===== config.mk =====
export PLATFORM = sky130hd
export DESIGN_NAME = regset_feeder_flat
export DESIGN_NICKNAME = d
export VERILOG_FILES = /design/src/rtl/regset_feeder_pkg.sv /design/src/rtl/regset_feeder_if.sv /design/src/rtl/regset_feeder_incdec16.sv /design/src/rtl/regset_feeder.sv /design/src/flat_wrapper.sv
export SDC_FILE = /design/constraint.sdc
export NUM_CORES = 1
export LEC_CHECK = 0
export ABC_AREA = 1
export BUFFER_PORTS_ARGS = -buffer_cell sky130_fd_sc_hd__buf_2
export CORE_ASPECT_RATIO = 0.7
export CORE_MARGIN = 2
export CORE_UTILIZATION = 30
export DETAILED_ROUTE_END_ITERATION = 16
export PLACE_DENSITY = 0.62
export RECOVER_POWER = 100
export REMOVE_ABC_BUFFERS = 1
export SLEW_MARGIN = 25
export SYNTH_ARGS = -nofsm -noshare
export SYNTH_HDL_FRONTEND = slang
export SYNTH_SLANG_ARGS = --single-unit

===== constraint.sdc =====
create_clock -name i_clk -period 1.84 [get_ports i_clk]
set_clock_uncertainty 0.1 [all_clocks]
set_input_delay 0.276 -clock i_clk [delete_from_list [all_inputs] [get_ports i_clk]]
set_output_delay 0.276 -clock i_clk [all_outputs]
set_load 0.05 [all_outputs]

===== src/rtl/regset_feeder_pkg.sv =====
`default_nettype none
// ============================================================================
// Module   : regset_feeder_pkg
// Brief    : Shared widths and state encoding for the register-set feeder.
// Revision : 1.0 - initial release
// ============================================================================
package regset_feeder_pkg;

    localparam int WORD_W = 16;
    localparam int BYTE_W = 8;

    typedef enum logic [1:0] {
        ST_IDLE    = 2'd0,
        ST_HAVE_LO = 2'd1,
        ST_WRITE   = 2'd2
    } state_e;

endpackage : regset_feeder_pkg
`default_nettype wire


===== src/rtl/regset_feeder_if.sv =====
`default_nettype none
// ============================================================================
// Module   : regset_feeder_if
// Brief    : Command/data bundle between the control unit and the feeder.
// Revision : 1.0 - initial release
// ============================================================================
interface regset_feeder_if;
    import regset_feeder_pkg::*;

    logic [BYTE_W-1:0] i_bus;
    logic              i_push;
    logic              i_commit;
    logic              i_incr;
    logic              i_decr;
    logic              i_target;
    logic [WORD_W-1:0] i_regVal;
    logic [WORD_W-1:0] o_d;
    logic              o_write0;
    logic              o_write1;
    logic              o_busy;
    logic              o_half;
    logic              o_wrap;

    // Control unit side: issues commands, observes status.
    modport master (
        output i_bus, i_push, i_commit, i_incr, i_decr, i_target, i_regVal,
        input  o_d, o_write0, o_write1, o_busy, o_half, o_wrap
    );

    // Feeder side.
    modport slave (
        input  i_bus, i_push, i_commit, i_incr, i_decr, i_target, i_regVal,
        output o_d, o_write0, o_write1, o_busy, o_half, o_wrap
    );

endinterface : regset_feeder_if
`default_nettype wire


===== src/rtl/regset_feeder_incdec16.sv =====
`default_nettype none
// ============================================================================
// Module   : incdec16
// Brief    : 16-bit add/subtract of a step with carry/borrow-out as wrap flag.
// Revision : 1.0 - initial release
// ============================================================================
module incdec16
    import regset_feeder_pkg::*;
(
    input  wire logic [WORD_W-1:0] i_value,
    input  wire logic [WORD_W-1:0] i_step,
    input  wire logic              i_dir,     // 0 = increment, 1 = decrement
    output logic      [WORD_W-1:0] o_result,
    output logic                   o_wrap
);

    logic [WORD_W:0] w_ext;

    // The extra top bit is the carry on increment and the borrow on decrement.
    always_comb begin
        if (i_dir) begin
            w_ext = {1'b0, i_value} - {1'b0, i_step};
        end else begin
            w_ext = {1'b0, i_value} + {1'b0, i_step};
        end
    end

    assign o_result = w_ext[WORD_W-1:0];
    assign o_wrap   = w_ext[WORD_W];

endmodule : incdec16
`default_nettype wire


===== src/rtl/regset_feeder.sv =====
`default_nettype none
// ============================================================================
// Module   : regset_feeder
// Brief    : Assembles 16-bit words from byte pushes or +/-STEP updates and
//            issues a one-cycle write strobe to the selected register.
// Revision : 1.0 - initial release
// ============================================================================
module regset_feeder
    import regset_feeder_pkg::*;
#(
    parameter logic [WORD_W-1:0] RESET_VAL = 16'hFFFF,
    parameter int unsigned       STEP      = 1
) (
    input  wire logic       i_clk,
    input  wire logic       i_nReset,
    regset_feeder_if.slave  rs
);

    localparam logic [1:0]        c_IDLE    = ST_IDLE;
    localparam logic [1:0]        c_HAVE_LO = ST_HAVE_LO;
    localparam logic [1:0]        c_WRITE   = ST_WRITE;
    localparam logic [WORD_W-1:0] c_STEP    = WORD_W'(STEP);

    logic [1:0]        r_state;
    logic [WORD_W-1:0] r_stage;
    logic              r_target;
    logic              r_wrap;

    logic              w_arith;
    logic [WORD_W-1:0] w_result;
    logic              w_wrap;

    // incr outranks decr, so the direction is decrement only when incr is low.
    assign w_arith = rs.i_incr | rs.i_decr;

    incdec16 u_incdec (
        .i_value  (rs.i_regVal),
        .i_step   (c_STEP),
        .i_dir    (~rs.i_incr),
        .o_result (w_result),
        .o_wrap   (w_wrap)
    );

    always_ff @(posedge i_clk or negedge i_nReset) begin
        if (!i_nReset) begin
            r_state  <= c_IDLE;
            r_stage  <= RESET_VAL;
            r_target <= 1'b0;
            r_wrap   <= 1'b0;
        end else begin
            case (r_state)
                c_IDLE, c_HAVE_LO: begin
                    if (w_arith) begin
                        // Any partially assembled word is abandoned.
                        r_stage  <= w_result;
                        r_wrap   <= w_wrap;
                        r_target <= rs.i_target;
                        r_state  <= c_WRITE;
                    end else if (rs.i_push) begin
                        if (r_state == c_IDLE) begin
                            r_stage[BYTE_W-1:0] <= rs.i_bus;
                            r_target            <= rs.i_target;
                            r_wrap              <= 1'b0;
                            r_state             <= c_HAVE_LO;
                        end else begin
                            r_stage[WORD_W-1:BYTE_W] <= rs.i_bus;
                            r_state                  <= c_WRITE;
                        end
                    end else if (rs.i_commit) begin
                        if (r_state == c_IDLE) begin
                            r_target <= rs.i_target;
                        end else begin
                            r_stage[WORD_W-1:BYTE_W] <= '0;
                        end
                        r_state <= c_WRITE;
                    end
                end
                c_WRITE: r_state <= c_IDLE;
                default: r_state <= c_IDLE;
            endcase
        end
    end

    assign rs.o_d      = r_stage;
    assign rs.o_busy   = (r_state == c_WRITE);
    assign rs.o_half   = (r_state == c_HAVE_LO);
    assign rs.o_write0 = (r_state == c_WRITE) & ~r_target;
    assign rs.o_write1 = (r_state == c_WRITE) &  r_target;
    assign rs.o_wrap   = r_wrap;

endmodule : regset_feeder
`default_nettype wire


===== src/flat_wrapper.sv =====
// flat-port wrapper written by rule: the top's interface ports become plain ports
module regset_feeder_flat import regset_feeder_pkg::*;
#(
    parameter logic [WORD_W-1:0] RESET_VAL = 16'hFFFF,
    parameter int unsigned       STEP      = 1
)
  (i_clk, i_nReset, rs_i_bus, rs_i_push, rs_i_commit, rs_i_incr, rs_i_decr, rs_i_target, rs_i_regVal, rs_o_d, rs_o_write0, rs_o_write1, rs_o_busy, rs_o_half, rs_o_wrap);
  regset_feeder_if rs_i ();
  input  wire logic i_clk;
  input  wire logic i_nReset;
  input wire logic [$bits(rs_i.i_bus)-1:0] rs_i_bus;
  input wire logic [$bits(rs_i.i_push)-1:0] rs_i_push;
  input wire logic [$bits(rs_i.i_commit)-1:0] rs_i_commit;
  input wire logic [$bits(rs_i.i_incr)-1:0] rs_i_incr;
  input wire logic [$bits(rs_i.i_decr)-1:0] rs_i_decr;
  input wire logic [$bits(rs_i.i_target)-1:0] rs_i_target;
  input wire logic [$bits(rs_i.i_regVal)-1:0] rs_i_regVal;
  output wire logic [$bits(rs_i.o_d)-1:0] rs_o_d;
  output wire logic [$bits(rs_i.o_write0)-1:0] rs_o_write0;
  output wire logic [$bits(rs_i.o_write1)-1:0] rs_o_write1;
  output wire logic [$bits(rs_i.o_busy)-1:0] rs_o_busy;
  output wire logic [$bits(rs_i.o_half)-1:0] rs_o_half;
  output wire logic [$bits(rs_i.o_wrap)-1:0] rs_o_wrap;
  assign rs_i.i_bus = rs_i_bus;
  assign rs_i.i_push = rs_i_push;
  assign rs_i.i_commit = rs_i_commit;
  assign rs_i.i_incr = rs_i_incr;
  assign rs_i.i_decr = rs_i_decr;
  assign rs_i.i_target = rs_i_target;
  assign rs_i.i_regVal = rs_i_regVal;
  assign rs_o_d = rs_i.o_d;
  assign rs_o_write0 = rs_i.o_write0;
  assign rs_o_write1 = rs_i.o_write1;
  assign rs_o_busy = rs_i.o_busy;
  assign rs_o_half = rs_i.o_half;
  assign rs_o_wrap = rs_i.o_wrap;
  regset_feeder #(.RESET_VAL(RESET_VAL), .STEP(STEP)) u_core (.i_clk(i_clk), .i_nReset(i_nReset), .rs(rs_i));
endmodule

Yosys cells after proc, flatten, opt, wreduce, memory -nomap -nowiden
Cells that the tools add are included.
Widths: inputs -> output; s select.
{"block": "totals", "wordCells": 43, "input_bits": 31, "out_inout_bits": 21, "regBits": 20}
{"block": "classes", "n_addsub": 2, "mux": 20, "bitwise_logic": 4, "eq_ne": 4, "n_reduce_logical": 8}
{"cell": "$mux 8", "count": 6}
{"cell": "$add 16x1->17 const B", "count": 1}
{"cell": "$mux 17", "count": 1}
{"cell": "$sub 16x1->17 const B", "count": 1}
{"cell": "$mux 16", "count": 1}
{"cell": "$mux 2", "count": 5}
{"cell": "$mux 1", "count": 7}
{"cell": "$reduce_and 3->1", "count": 2}
{"cell": "$ne 4x3->1 const B", "count": 1}
{"cell": "$reduce_bool 2->1", "count": 2}
{"cell": "$reduce_bool 3->1", "count": 1}
{"cell": "$and 1x1->1", "count": 2}
{"cell": "$eq 2x1->1 const B", "count": 1}
{"cell": "$eq 2x2->1 const B", "count": 1}
{"cell": "$logic_not 2->1", "count": 1}
{"cell": "$ne 2x1->1 const B", "count": 1}
{"cell": "$reduce_and 2->1", "count": 1}
{"cell": "$reduce_or 2->1", "count": 1}
{"cell": "$not 1->1", "count": 1}
{"cell": "$or 1x1->1", "count": 1}

Logic depth before layout (Yosys ltp)
{"block": "depth", "ltp_word": 5, "depth_mapped": 12, "mapped_depth_nobuf": 12}

Modules after synthesis
From an unflattened synthesis, not the netlist that was laid out.
{"block": "hier_totals", "cells_unflattened": 485, "area_unflattened_um2": 2820.2}
{"module": "incdec16", "seq_area_each_um2": 0.0, "instances": 1, "area_per_inst_um2": 1547.7, "cells_per_inst": 309}
{"module": "regset_feeder", "seq_area_each_um2": 520.5, "instances": 1, "area_per_inst_um2": 1272.5, "cells_per_inst": 176}

Least setup slack after synthesis
No wires, ideal clock.
{"block": "synth_path", "path_type": "register to output", "start": "register u_core.r_state[1]", "end": "output rs_o_write1", "t_arrival_ns": 1.607, "stages_incl_launch_ff": 3, "setup_slack_ns": -0.143, "required_ns": 1.464, "n_path_buf": 0, "cell_sequence": "dfrtp_1 inv_1 nor3_1"}
{"block": "synth_between", "elab_chain_len": 2}
{"item": "from (decl)", "line": "regset_feeder.sv:24", "rtl": "logic [1:0] r_state;"}
{"item": "from (signal assigned)", "line": "regset_feeder.sv:46", "rtl": "r_state <= c_IDLE;"}
{"item": "from (signal assigned)", "line": "regset_feeder.sv:58", "rtl": "r_state <= c_WRITE;"}
{"item": "from (signal assigned)", "line": "regset_feeder.sv:64", "rtl": "r_state <= c_HAVE_LO;"}
{"item": "$eq 2x2->1", "line": "regset_feeder.sv:88", "rtl": "assign rs.o_write1 = (r_state == c_WRITE) & r_target;"}
{"item": "$and 1x1->1", "line": "regset_feeder.sv:88"}
{"item": "to (decl)", "line": "flat_wrapper.sv:20", "rtl": "output wire logic [$bits(rs_i.o_write1)-1:0] rs_o_write1;"}
Every way passes these cells.

Worst setup path in the final report
{"block": "layout_path", "start": "register u_core.r_state[0]", "end": "output rs_o_half"}
{"block": "layout_between", "elab_chain_len": 1}
{"item": "$eq 2x1->1", "line": "regset_feeder.sv:86", "rtl": "assign rs.o_half = (r_state == c_HAVE_LO);"}
{"item": "to (decl)", "line": "flat_wrapper.sv:22", "rtl": "output wire logic [$bits(rs_i.o_half)-1:0] rs_o_half;"}
Every way passes these cells.

==> impl_summary.txt <==
----------------------------------------------------
[Floorplanning]
  I/O pin count ... 52
  Total number of placement rows ... 24
  Die Wd ... 99.3 um
  Core ar. ... about 6200 um^2
  Y dimension of the die ... between 70 and 80 um
  Effective utilization at floorplan ... 0.308
  Die Outline Area ... ~7000 um^2

[Global routing]
  Global-route total usage across every layer ... 0.154
  Antenna violations before repair ... 0
  Via count of the first global-routing pass ... about 1900
  Global-route wire length before repair ... a little under 9000 um
  Largest net degree at the start of global routing ... 21
  Aggregate global routing overflow ... 0

[Yosys]
  Area of the mapped netlist ... around 1900 um^2
  Syn avg cell area ... 6.45 um^2
  Gate Count Post-Synth ... just under 300
  Share of synthesized registers carrying an async set or reset ... 1.00
  Sequential-to-total area share from yosys stat ... 0.273
  Largest cells by area after synthesis ... sky130_fd_sc_hd__dfstp_2 22%, sky130_fd_sc_hd__nand2_1 20%, sky130_fd_sc_hd__ha_1 9.8%
  Largest area contributor in the netlist ... sky130_fd_sc_hd__dfstp_2
  Post-synth top flop ... sky130_fd_sc_hd__dfstp_2
  Number of enable flip-flop cells after synthesis ... 0
  Number of warnings reported in the yosys synthesis log ... 0
  Share of the synthesized area in the top cell type ... 0.220
  Flip-flop and latch count after synthesis ... 20
  Count of different cell masters after synthesis ... 28

[Placement]
  Post-detailed-placement half-perimeter wirelength ... between 4000 and 5000 um
  Last weighted congestion value of the routability-driven placer ... about 0.83
  Count of buffers inserted at the top-level ports ... between 50 and 60

[Setup path]
  Type of the setup path with the least slack ... register to output pin
  Data arrival, critical path ... around 1.3 ns
  Launching element type of the critical path ... register
  Logic depth of the worst register-to-register path ... 5
  Critical Path Sink Type ... output pin
  Largest fanout on the critical path ... 4
  Worst Path Required ... between 1 and 1.5 ns

[Timing]
  Setup repair after global routing missed its margin ... true
  Final setup viols ... 0
  Shortest period the worst path allows ... approximately 1.7 ns
  Final Max Slew Viols ... 0
  Upper clock frequency limit ... between 500 and 600 MHz
  Part of the cycle the worst path needs ... 0.928
  Relative max-transition margin ... 0.285
  Slew of the pin with the lowest slew margin ... about 1.1 ns
  Total count of hold-check failures in the final report ... 0

[Power]
  Power per unit of standard cell area ... 1180 nW/um^2
  Largest voltage drop on the vdd net ... roughly 0.00065 V
  Overall power consumption ... roughly 0.0030 W
  Static leakage power ... between 1 and 1.5 nW

[Clock tree]
  Clock network latency to the later pin of the worst-skew pair ... about 0.26 ns
  CTS buffer count ... 3
  Cell at the root of the clock tree ... sky130_fd_sc_hd__clkbuf_8
  CTS tree ... done
  CTS sink count ... 20
  Number of setup buffers added after CTS ... 0
  Max clock buf depth ... 2
  Worst-path clk slew ... 0.07 ns
  Total number of H-tree levels ... 1

[Final layout]
  Most common cell after layout, fill and taps aside ... sky130_fd_sc_hd__nand2_1
  Area Overhead vs Synth ... 32.9%
  Commonest non-fill, non-tap cells in the layout ... 100 x sky130_fd_sc_hd__nand2_1, 45 x sky130_fd_sc_hd__inv_1, 30 x sky130_fd_sc_hd__buf_2
  Share of post-route cells with drive strength above 1 ... 0.251
  Nets ... approximately 420
  Post-layout utilization of the core ... 0.410
  Number of inserted diodes ... 0

[Route]
  DRT Wirelength ... between 5000 and 6000 um
  Post-route ant nets ... 0
  WL/cell ... 11.8 um
  DR iter-0 viols ... 62
  Vias ... roughly 2100
  Vias per cell ... between 4 and 5
  Drt drc ... 0
  DR pass1 iterations ... 4

[Run status]
  Result of the run ... finished, final reports clean

[Worst hold path]
  Class of the tightest hold or removal check ... input port to register
  Hold Path Stages ... 3

[Flow run]
  Max-cap violations ... 0

----------------------------------------------------
[layout make-up]
| class | instances | area [um^2] |
|---|---|---|
| inverter | 49 | 184 |
| timing repair buffer | 77 | 443 |
| fill | 674 | 3650 |
| sequential | 20 | 520 |
| clock inverter | 1 | 30.0 |
| tap | 78 | 97.6 |
| multi-input combinational | 225 | 1220 |
| clock buffer | 3 | 41.3 |
[what timing repair did]
| action | 4_1_cts | 5_1_grt |
|---|---|---|
| gates resized for setup | 0 | 10 |
| hold buffers | 1 | 0 |
| endpoints found under the setup margin | 0 | 7 |
| endpoints found under the hold margin | 4 | 0 |
[critical path, cell delays in order (launching register included)]
cell and delay (ns):
sky130_fd_sc_hd__dfrtp_1 0.40, sky130_fd_sc_hd__inv_1 0.08, sky130_fd_sc_hd__nor2_1 0.27, sky130_fd_sc_hd__buf_2 0.33
[flip-flops by register name, summed over array words and instances (netlist names)]
register / count
u_core.rs.o_d: 16
u_core.r_target: 1
u_core.rs.o_wrap: 1
u_core.r_state: 2
[where the power goes]
group / leakage (nW) / switching [W] / total (W) / internal, W
registers: 0.217 / 0.000117 / 0.000856 / 0.000738
logic: 1.10 / 0.00126 / 0.00169 / 0.000438
clock network: 0.0357 / 0.000144 / 0.000434 / 0.000290
total: 1.36 / 0.00152 / 0.00298 / 0.00147
[per-layer routing]
layer | part of all wire | GRT usage
met1 | 0.53 | 0.236
met2 | 0.40 | 0.225
met3 | 0.053 | 0.0336
met4 | 0.0099 | 0.0259
met5 | 0 | 0
[metrics by stage]
stage	instances	area, um^2	hold slack (ns)	TNS (ns)	setup slack, ns
after floorplan	294	1890	-0.120	-0.498	-0.143
after global placement	448	2450	0.145	-0.615	-0.175
after detailed placement	448	2450	0.145	-1.15	-0.203
after CTS	453	2530	0.158	0	0.0606
after global routing	453	2540	0.171	-0.00668	-0.00668
final	453	2540	0.160	0	0.133
[final timing paths]
check	startpoint	slack (ns)	to
worst max register to register	u_core.r_state[1]	0.27	u_core.rs.o_d[1]
worst min-delay path	rs_i_target	0.16	u_core.r_target
max in group asynchronous	i_nReset	0.37	u_core.r_state[1]
worst min register to register	u_core.rs.o_d[12]	0.37	u_core.rs.o_d[12]
worst max-delay path	u_core.r_state[0]	0.13	rs_o_half
min in group asynchronous	i_nReset	0.63	u_core.r_state[0]
[kinds of logic after synthesis]
kind of cell / Yosys count / synth area share
flops: 20 / 0.273
simple gates: 165 / 0.369
buf+inv: 51 / 0.104
compound gates: 38 / 0.117
xor+xnor: 6 / 0.0275
fa+ha+maj: 16 / 0.109
[cells in the mapped netlist (2+ instances only)]
cell type	n
sky130_fd_sc_hd__xnor2_1	5
sky130_fd_sc_hd__nand3_1	23
sky130_fd_sc_hd__dfrtp_1	4
sky130_fd_sc_hd__ha_1	15
sky130_fd_sc_hd__o21ai_0	3
sky130_fd_sc_hd__or2_2	2
sky130_fd_sc_hd__nand2_1	102
sky130_fd_sc_hd__a21oi_1	25
sky130_fd_sc_hd__nor2_1	22
sky130_fd_sc_hd__o211ai_1	8
sky130_fd_sc_hd__inv_1	46
sky130_fd_sc_hd__nand3b_1	4
sky130_fd_sc_hd__nor3_1	6
sky130_fd_sc_hd__inv_2	2
sky130_fd_sc_hd__dfstp_2	16
(Power assumes the default switching activity.)
